[config.mk]
export PLATFORM = sky130hd
export DESIGN_NAME = spi_slave_base
export DESIGN_NICKNAME = d
export VERILOG_FILES = /design/src/rtl/spi_slave_base.sv
export SDC_FILE = /design/constraint.sdc
export NUM_CORES = 1
export LEC_CHECK = 0
export BUFFER_PORTS_ARGS = -buffer_cell sky130_fd_sc_hd__clkbuf_2
export CAP_MARGIN = 20
export CORE_MARGIN = 2
export CORE_UTILIZATION = 56
export CTS_CLUSTER_SIZE = 8
export DETAILED_ROUTE_END_ITERATION = 16
export GPL_TIMING_DRIVEN = 0
export PLACE_DENSITY = 0.9
export SKIP_CTS_REPAIR_TIMING = 1
export SLEW_MARGIN = 5
export SYNTH_ARGS = -nofsm -noshare
export SYNTH_HDL_FRONTEND = slang
export SYNTH_SLANG_ARGS = --single-unit
[constraint.sdc]
create_clock -name clk -period 3.4 [get_ports clk]
set_clock_uncertainty 0.15 [all_clocks]
set_input_delay 0.68 -clock clk [delete_from_list [all_inputs] [get_ports clk]]
set_output_delay 0.68 -clock clk [all_outputs]
set_load 0.005 [all_outputs]
[src/rtl/spi_slave_base.sv]
// spi_slave_base: SPI mode-0 responder (CPOL=0, CPHA=0, MSB first, 8-bit frames).
// Synchronizes ss_n/sck/mosi into clk, shifts bytes in and out, and offers a
// one-deep TX holding buffer plus a one-cycle RX strobe to local logic.
//
// Parameters:
//   SYNC_STAGES  flop stages on each of ss_n, sck, mosi (>= 2)
//   IDLE_BYTE    byte sent when the TX buffer is empty at frame/byte start
// Ports:
//   clk, rst            system clock, synchronous active-high reset
//   ss_n, sck, mosi     asynchronous SPI inputs from the master
//   miso, miso_oe       slave data out and its pad output enable
//   tx_data, tx_load    write a byte into the TX holding buffer
//   tx_ready            TX holding buffer empty
//   rx_data, rx_valid   last received byte and its one-cycle update strobe
//   busy                synchronized ss_n is low
//   overrun, underrun   sticky status flags, cleared by status_clr
// Build option:
//   SPI_SLAVE_STATUS_EN  when defined, overrun/underrun flags are implemented;
//                        otherwise they read 0 and status_clr is ignored.
module spi_slave_base #(
  parameter int unsigned SYNC_STAGES = 2,
  parameter logic [7:0]  IDLE_BYTE   = 8'h00
) (
  input  logic       clk,
  input  logic       rst,
  input  logic       ss_n,
  input  logic       sck,
  input  logic       mosi,
  output logic       miso,
  output logic       miso_oe,
  input  logic [7:0] tx_data,
  input  logic       tx_load,
  output logic       tx_ready,
  output logic [7:0] rx_data,
  output logic       rx_valid,
  output logic       busy,
  output logic       overrun,
  output logic       underrun,
  input  logic       status_clr
);

  localparam int unsigned DATA_W = 8;
  localparam int unsigned CTR_W  = 3;

  typedef enum logic {
    IDLE   = 1'b0,
    ACTIVE = 1'b1
  } state_t;

  state_t state_q, state_d;

  logic [SYNC_STAGES-1:0] ss_sync_q, sck_sync_q, mosi_sync_q;
  logic ss_s, sck_s, mosi_s;
  logic ss_d_q, sck_d_q;
  logic ss_fall, ss_rise, sck_rise, sck_fall;

  logic [CTR_W-1:0]  bit_ctr_q, bit_ctr_d;
  logic [DATA_W-1:0] rx_shift_q, rx_shift_d;
  logic [DATA_W-1:0] rx_data_d;
  logic              rx_valid_d;
  logic [DATA_W-1:0] tx_shift_q, tx_shift_d;
  logic [DATA_W-1:0] buf_q, buf_d;
  logic              tx_ready_d;
  logic              byte_done_q, byte_done_d;
  logic              consume;
  logic              ovr_set, udr_set;

  // Input synchronizers plus one delay stage for edge detection
  always_ff @(posedge clk) begin
    if (rst) begin
      ss_sync_q   <= '1;
      sck_sync_q  <= '0;
      mosi_sync_q <= '0;
      ss_d_q      <= 1'b1;
      sck_d_q     <= 1'b0;
    end else begin
      ss_sync_q   <= {ss_sync_q[SYNC_STAGES-2:0], ss_n};
      sck_sync_q  <= {sck_sync_q[SYNC_STAGES-2:0], sck};
      mosi_sync_q <= {mosi_sync_q[SYNC_STAGES-2:0], mosi};
      ss_d_q      <= ss_s;
      sck_d_q     <= sck_s;
    end
  end

  assign ss_s     = ss_sync_q[SYNC_STAGES-1];
  assign sck_s    = sck_sync_q[SYNC_STAGES-1];
  assign mosi_s   = mosi_sync_q[SYNC_STAGES-1];
  assign ss_fall  = ss_d_q & ~ss_s;
  assign ss_rise  = ~ss_d_q & ss_s;
  assign sck_rise = ~sck_d_q & sck_s;
  assign sck_fall = sck_d_q & ~sck_s;

  // State register and datapath registers
  always_ff @(posedge clk) begin
    if (rst) begin
      state_q     <= IDLE;
      bit_ctr_q   <= '0;
      rx_shift_q  <= '0;
      rx_data     <= '0;
      rx_valid    <= 1'b0;
      tx_shift_q  <= '0;
      buf_q       <= '0;
      tx_ready    <= 1'b1;
      byte_done_q <= 1'b0;
      miso        <= 1'b0;
      miso_oe     <= 1'b0;
      busy        <= 1'b0;
    end else begin
      state_q     <= state_d;
      bit_ctr_q   <= bit_ctr_d;
      rx_shift_q  <= rx_shift_d;
      rx_data     <= rx_data_d;
      rx_valid    <= rx_valid_d;
      tx_shift_q  <= tx_shift_d;
      buf_q       <= buf_d;
      tx_ready    <= tx_ready_d;
      byte_done_q <= byte_done_d;
      // miso follows the shifter one clk after it changes
      miso        <= tx_shift_q[DATA_W-1];
      miso_oe     <= (state_d == ACTIVE);
      busy        <= ~ss_s;
    end
  end

  // Next-state, shift and TX-buffer logic
  always_comb begin
    state_d     = state_q;
    bit_ctr_d   = bit_ctr_q;
    rx_shift_d  = rx_shift_q;
    rx_data_d   = rx_data;
    rx_valid_d  = 1'b0;
    tx_shift_d  = tx_shift_q;
    buf_d       = buf_q;
    tx_ready_d  = tx_ready;
    byte_done_d = byte_done_q;
    consume     = 1'b0;
    ovr_set     = 1'b0;
    udr_set     = 1'b0;

    case (state_q)
      IDLE: begin
        if (ss_fall) begin
          state_d     = ACTIVE;
          bit_ctr_d   = '0;
          byte_done_d = 1'b0;
          consume     = 1'b1;
        end
      end
      ACTIVE: begin
        if (ss_rise) begin
          // Partial byte is dropped; a consumed TX byte is not restored
          state_d     = IDLE;
          bit_ctr_d   = '0;
          byte_done_d = 1'b0;
        end else if (sck_rise) begin
          rx_shift_d = {rx_shift_q[DATA_W-2:0], mosi_s};
          bit_ctr_d  = bit_ctr_q + CTR_W'(1);
          if (bit_ctr_q == CTR_W'(7)) begin
            rx_data_d   = {rx_shift_q[DATA_W-2:0], mosi_s};
            rx_valid_d  = 1'b1;
            byte_done_d = 1'b1;
          end
        end else if (sck_fall) begin
          if (byte_done_q) begin
            consume     = 1'b1;
            byte_done_d = 1'b0;
          end else begin
            tx_shift_d = {tx_shift_q[DATA_W-2:0], 1'b0};
          end
        end
      end
      default: state_d = IDLE;
    endcase

    // Shifter reload from the holding buffer, or the idle byte when empty
    if (consume) begin
      if (!tx_ready) begin
        tx_shift_d = buf_q;
        tx_ready_d = 1'b1;
      end else begin
        tx_shift_d = IDLE_BYTE;
        udr_set    = 1'b1;
      end
    end

    // A load coinciding with a consume is accepted: the consume took the old byte
    if (tx_load) begin
      if (tx_ready || consume) begin
        buf_d      = tx_data;
        tx_ready_d = 1'b0;
      end else begin
        ovr_set = 1'b1;
      end
    end
  end

`ifdef SPI_SLAVE_STATUS_EN
  // Sticky status flags; clear wins over a simultaneous set
  always_ff @(posedge clk) begin
    if (rst) begin
      overrun  <= 1'b0;
      underrun <= 1'b0;
    end else if (status_clr) begin
      overrun  <= 1'b0;
      underrun <= 1'b0;
    end else begin
      if (ovr_set) overrun  <= 1'b1;
      if (udr_set) underrun <= 1'b1;
    end
  end
`else
  assign overrun  = 1'b0;
  assign underrun = 1'b0;

  logic unused_status;
  assign unused_status = ^{status_clr, ovr_set, udr_set};
`endif

endmodule

======== After elaboration in Yosys (flattened, before gate mapping) ========
Index checks and enable logic that the tools add are counted.
word-level totals
  register bits ........................... 48
  input port bits ......................... 15
cells by class
  multiplexer cells ....................... 29
  reduce and logical (&&, ||, !) cells .... 10
  bitwise logic cells ..................... 11
  add/sub/neg operators ................... 1
  equal/unequal tests ..................... 8
operators by type and width
  operator               number
  $mux W8                7
  $mux W1                15
  $mux W3                3
  $not A1 Y1             7
  $ne A2 B1 Y1 const B   3
  $pmux W1 S2            3
  $pmux W3 S2            1
  $reduce_and A3 Y1      2
  $reduce_and A5 Y1      1
  $and A1 B1 Y1          4
  $ne A4 B1 Y1 const B   1
  $ne A4 B3 Y1 const B   1
  $reduce_and A2 Y1      2
  $reduce_and A4 Y1      1
  $reduce_bool A2 Y1     2
  $reduce_or A4 Y1       1
  $add A3 B1 Y3 const B  1
  $eq A3 B3 Y1 const B   1
  $ne A3 B1 Y1 const B   1
  $ne A2 B2 Y1 const B   1
  $logic_or A1 B1 Y1     1

======== Longest topological paths before layout ========
  depth after elaboration ................. 9
  depth in mapped cells ................... 8
  depth with buffers taken out ............ 6

======== Least setup slack after synthesis ========
OpenSTA, ideal clock, no wires.
  path type ............................... register -> register
  from .................................... reg bit_ctr_q[0]
  to ...................................... reg byte_done_q
  setup slack ............................. 1.609 ns
  path buffers ............................ 1
  clock period less this slack ............ 1.791 ns
  library setup time ...................... 0.121 ns
  cell stages (with the launch flop) ...... 8
  arrival ................................. 1.520 ns
  data required time ...................... 3.129 ns
  cells stage by stage .................... dfxtp_1 > ha_1 > ha_1 > clkbuf_1 > nor2b_1 > o21ai_0 > a21boi_0 > mux2_2
on the way
  cells in the longest elaborated chain, start to end .. 3
ends and longest elaborated chain
  what                                RTL line  source
  from (decl)                         57        logic [CTR_W-1:0] bit_ctr_q, bit_ctr_d;
  from (signal assigned)              110       bit_ctr_q <= bit_ctr_d;
  $eq A3 B3 Y1                        158       if (bit_ctr_q == CTR_W'(7)) begin
  $ne A4 B3 Y1 (no source line)       --
  $reduce_and A3 Y1 (no source line)  --
  to (signal assigned)                117       byte_done_q <= byte_done_d;
  to (decl)                           64        logic byte_done_q, byte_done_d;
Every way passes these cells.
A chain may end at the register's enable or synchronous reset.

======== Final worst setup path ========
  from .................................... reg sck_d_q
  to ...................................... reg rx_data[0]
on the way
  cells in the longest elaborated chain, start to end .. 3
ends and longest elaborated chain
  what                                RTL line  source
  from (decl)                         54        logic ss_d_q, sck_d_q;
  from (signal assigned)              81        sck_d_q <= sck_s;
  $not A1 Y1                          90        assign sck_rise = ~sck_d_q & sck_s;
  $and A1 B1 Y1                       90
  $reduce_and A4 Y1 (no source line)  --
  to (signal assigned)                112       rx_data <= rx_data_d;
  to (decl)                           34        output logic [7:0] rx_data,
Every way passes these cells.

==> qor.yml <==
status:
  outcome: "finished, final reports clean"
power:
  power.switching_mw: 0.235
  p_int_mw: 0.718
  switching_share_pct: 24.6
  peakVddDrop_v: 0.000328
  pwr-share-clk_pct: 30.0
  p_comb_share_pct: 8.1
  cellPowerDensity_nw_per_um2: 434
  leakagePower_nw: 0.864
  sequentialPowerShare_pct: 61.8
timing:
  maxSlewHeadroom_pct: 57.9
  period_minus_slack_ns: 2.06
  fmax_mhz: 485
  finalHoldViolCount: 0
  rsz0062_at_grt: "false"
  finalCritPeriodShare_pct: 60.7
  setup_violations: 0
  tightestPinTransition_ns: 0.628
  drv_slew: 0
  setup_ws_ns: 1.34
  tns_ns: 0
global_routing:
  grt.overflow.total: 0
  grt_util_met1_pct: 25.9
  grt_pass1_wl_um: 6310
  grt_max_degree: 16
  grt_usage_pct: 20.4
  grt_pass1_vias: 1442
  use_met3_pct: 5.95
  grt-busiest-layer: "met2"
  gr-usage-met2_pct: 32.3
  antenna_found_initial: 0
yosys:
  ys.flop_type: "dfxtp_1"
  yosysMostFrequentCell: "dfxtp_1"
  synth_edf_count: 0
  synth_area_leaders: "dfxtp_1 (49%), a21oi_1 (6.4%), nand2b_1 (5.8%)"
  synth_top_cell_area_share_pct: 49.5
  synthTopCellsByCount: "dfxtp_1 (48), a21oi_1 (25), nand2_1 (23)"
  synthArstFlopShare_pct: 0
  synth_cell_type_count: 33
  yosysSeqAreaShare_pct: 49.5
  ys_ff_latch: 48
  avgSynthCellArea_um2: 9.00
  synth_warnings: 0
  syn_inst: 216
  syn_area_um2: 1940
  synth_largest_area_cell: "dfxtp_1"
worst_hold_path:
  worstHoldStart: "ss_sync_q[0]"
  worstHoldPathCells: 1
  min_to: "ss_sync_q[1]"
  hold_path_class: "reg -> reg"
cts:
  cts_buffers: 5
  htreeDepth: 2
  clk_pin_slew_ns: 0.13
  clk_latency_ns: 0.38
  cts_tree: "yes"
  cts_max_path_buffers: 2
  clock_sinks: 48
  root_buffer: "clkbuf_4"
critical_path:
  cp-start-kind: "flip-flop"
  crit_type: "reg -> reg"
  reg2reg_from: "sck_d_q"
  r2r-end: "rx_data[0]"
  end_kind: "flip-flop"
  worstPathRequired_ns: 3.56
  crit_arrival_ns: 2.23
  worstPathMaxFanout: 10
  r2r_slack_ns: 1.34
  reg2regPathDepth: 8
floorplan:
  num_rows: 21
  ioPinCount: 30
  die_w_um: 62.9
  die-area_um2: 3960
  die_h_um: 62.9
  start_util_pct: 58.2
  core-area_um2: 3340
final_layout:
  multi_input_area_um2: 875
  antenna_cells: 0
  syn_to_final_growth_pct: 12.9
  finalNetCount: 268
  final-seq-area_um2: 961
  layout-drive-gt1-share_pct: 18.0
  finalInstanceArea_um2: 2190
  num-fill-cells: 304
drt:
  wl_um: 3700
  vias: 1551
  drt_iter0_drc: 89
  ant_nets: 0
  drc: 0
  vias_per_cell: 5.24
  firstDrtPassIters: 4
  wl_per_cell_um: 12.5
run:
  maxCapViolations: 0
place:
  place_ws_ns: 1.23
  hpwl_um: 2560
  gp_congestion: 0.792
  port_buffers: 25
  dpl-instance-area_um2: 2130
[layout make-up]
cell class,instances,share of cell area (%)
sequential,48,43.8
multi-input combinational,148,39.9
timing repair buffer,25,5.70
buffer,17,4.39
tap,46,2.62
clock buffer,6,2.34
inverter,4,0.684
clock inverter,2,0.627
[flip-flops by register name, summed over array words and instances, names as in the netlist]
name,flops
sck_d_q,1
mosi_sync_q,2
rx_data,8
tx_shift_q,8
ss_sync_q,2
rx_valid,1
busy,1
miso,1
bit_ctr_q,3
sck_sync_q,2
state_q,1
rx_shift_q,7
byte_done_q,1
tx_ready,1
ss_d_q,1
buf_q,8
[worst max-delay path, stage by stage, from the launching register on]
cell	delay, ns
dfxtp_1	0.34
inv_1	0.05
ha_1	0.13
clkbuf_1	0.28
and3_1	0.20
clkbuf_1	0.31
buf_2	0.29
nand3_1	0.11
a21oi_1	0.15
[layer usage]
layer | wire (µm) | up-vias | share of wire, %
li1 | - | 796 | -
met1 | 1740 | 711 | 47
met2 | 1710 | 37 | 46
met3 | 186 | 7 | 5.0
met4 | 68 | 0 | 1.8
met5 | 0 | - | 0
[cells by family (layout without fill, tap and decap cells)]
logic type	count (synthesis)	in the layout	share of synthesized area [%]
DFF	48	48	49.5
buffers and inverters	21	54	5.73
and+or+nand+nor	91	91	23.9
AOI/OAI and AO/OA	42	42	13.5
other	1	2	0.193
adders and majority gates	4	4	2.58
muxes	9	9	4.70
[power groups by stage]
stage	Sequential, mW	Clock (mW)	Combinational (mW)
after floorplan	0.599	0	0.0559
after global placement	0.601	0	0.0738
after detailed placement	0.602	0	0.0769
after CTS	0.589	0.288	0.0775
after global routing	0.591	0.315	0.0860
final	0.589	0.286	0.0774
[cells in the final DEF, fill, tap and decap left out]
cell and n:
dfxtp_1 48, a21oi_1 25, clkbuf_2 25, nand2_1 23, nand3_1 19, nand2b_1 18, nor2_1 14, clkbuf_1 10
mux2i_1 8, a211oi_1 7, nor2b_1 7, clkbuf_4 5, ha_1 4, inv_1 3, buf_6 3, a32oi_1 3
or2_2 2, buf_2 2, and3_1 2, o21ai_0 2, buf_4 2, conb_1 2, nand4_1 1, clkinv_1 1
and2b_1 1, or3b_1 1, o31a_1 1, a21boi_2 1, o31ai_2 1, nand4b_1 1, nand4bb_1 1, or2_1 1
o21bai_1 1, a21boi_0 1, mux2_2 1, clkinv_2 1, inv_6 1, clkbuf_8 1
[how the worst max path moves through the flow]
stage / cells past startpoint / startpoint / end
2_1_floorplan: 7 / bit_ctr_q[0] / byte_done_q
4_1_cts: 8 / sck_d_q / rx_data[0]
5_1_grt: 8 / sck_d_q / rx_data[0]
3_3_place_gp: 4 / rst / tx_shift_q[0]
3_5_place_dp: 4 / rst / bit_ctr_q[1]
6_report: 8 / sck_d_q / rx_data[0]
[per-stage QoR]
step / hold slack, ns / util (%) / instances / total power, mW
floorplan: 0.239 / - / 217 / 0.655
global placement: 0.242 / 63.8 / 288 / 0.674
detailed placement: 0.249 / 63.8 / 288 / 0.678
CTS: 0.283 / 65.8 / 296 / 0.955
global route: 0.302 / 65.8 / 296 / 0.992
finish: 0.280 / 65.8 / 296 / 0.953
No activity file was read; power rests on OpenSTA's default activity.
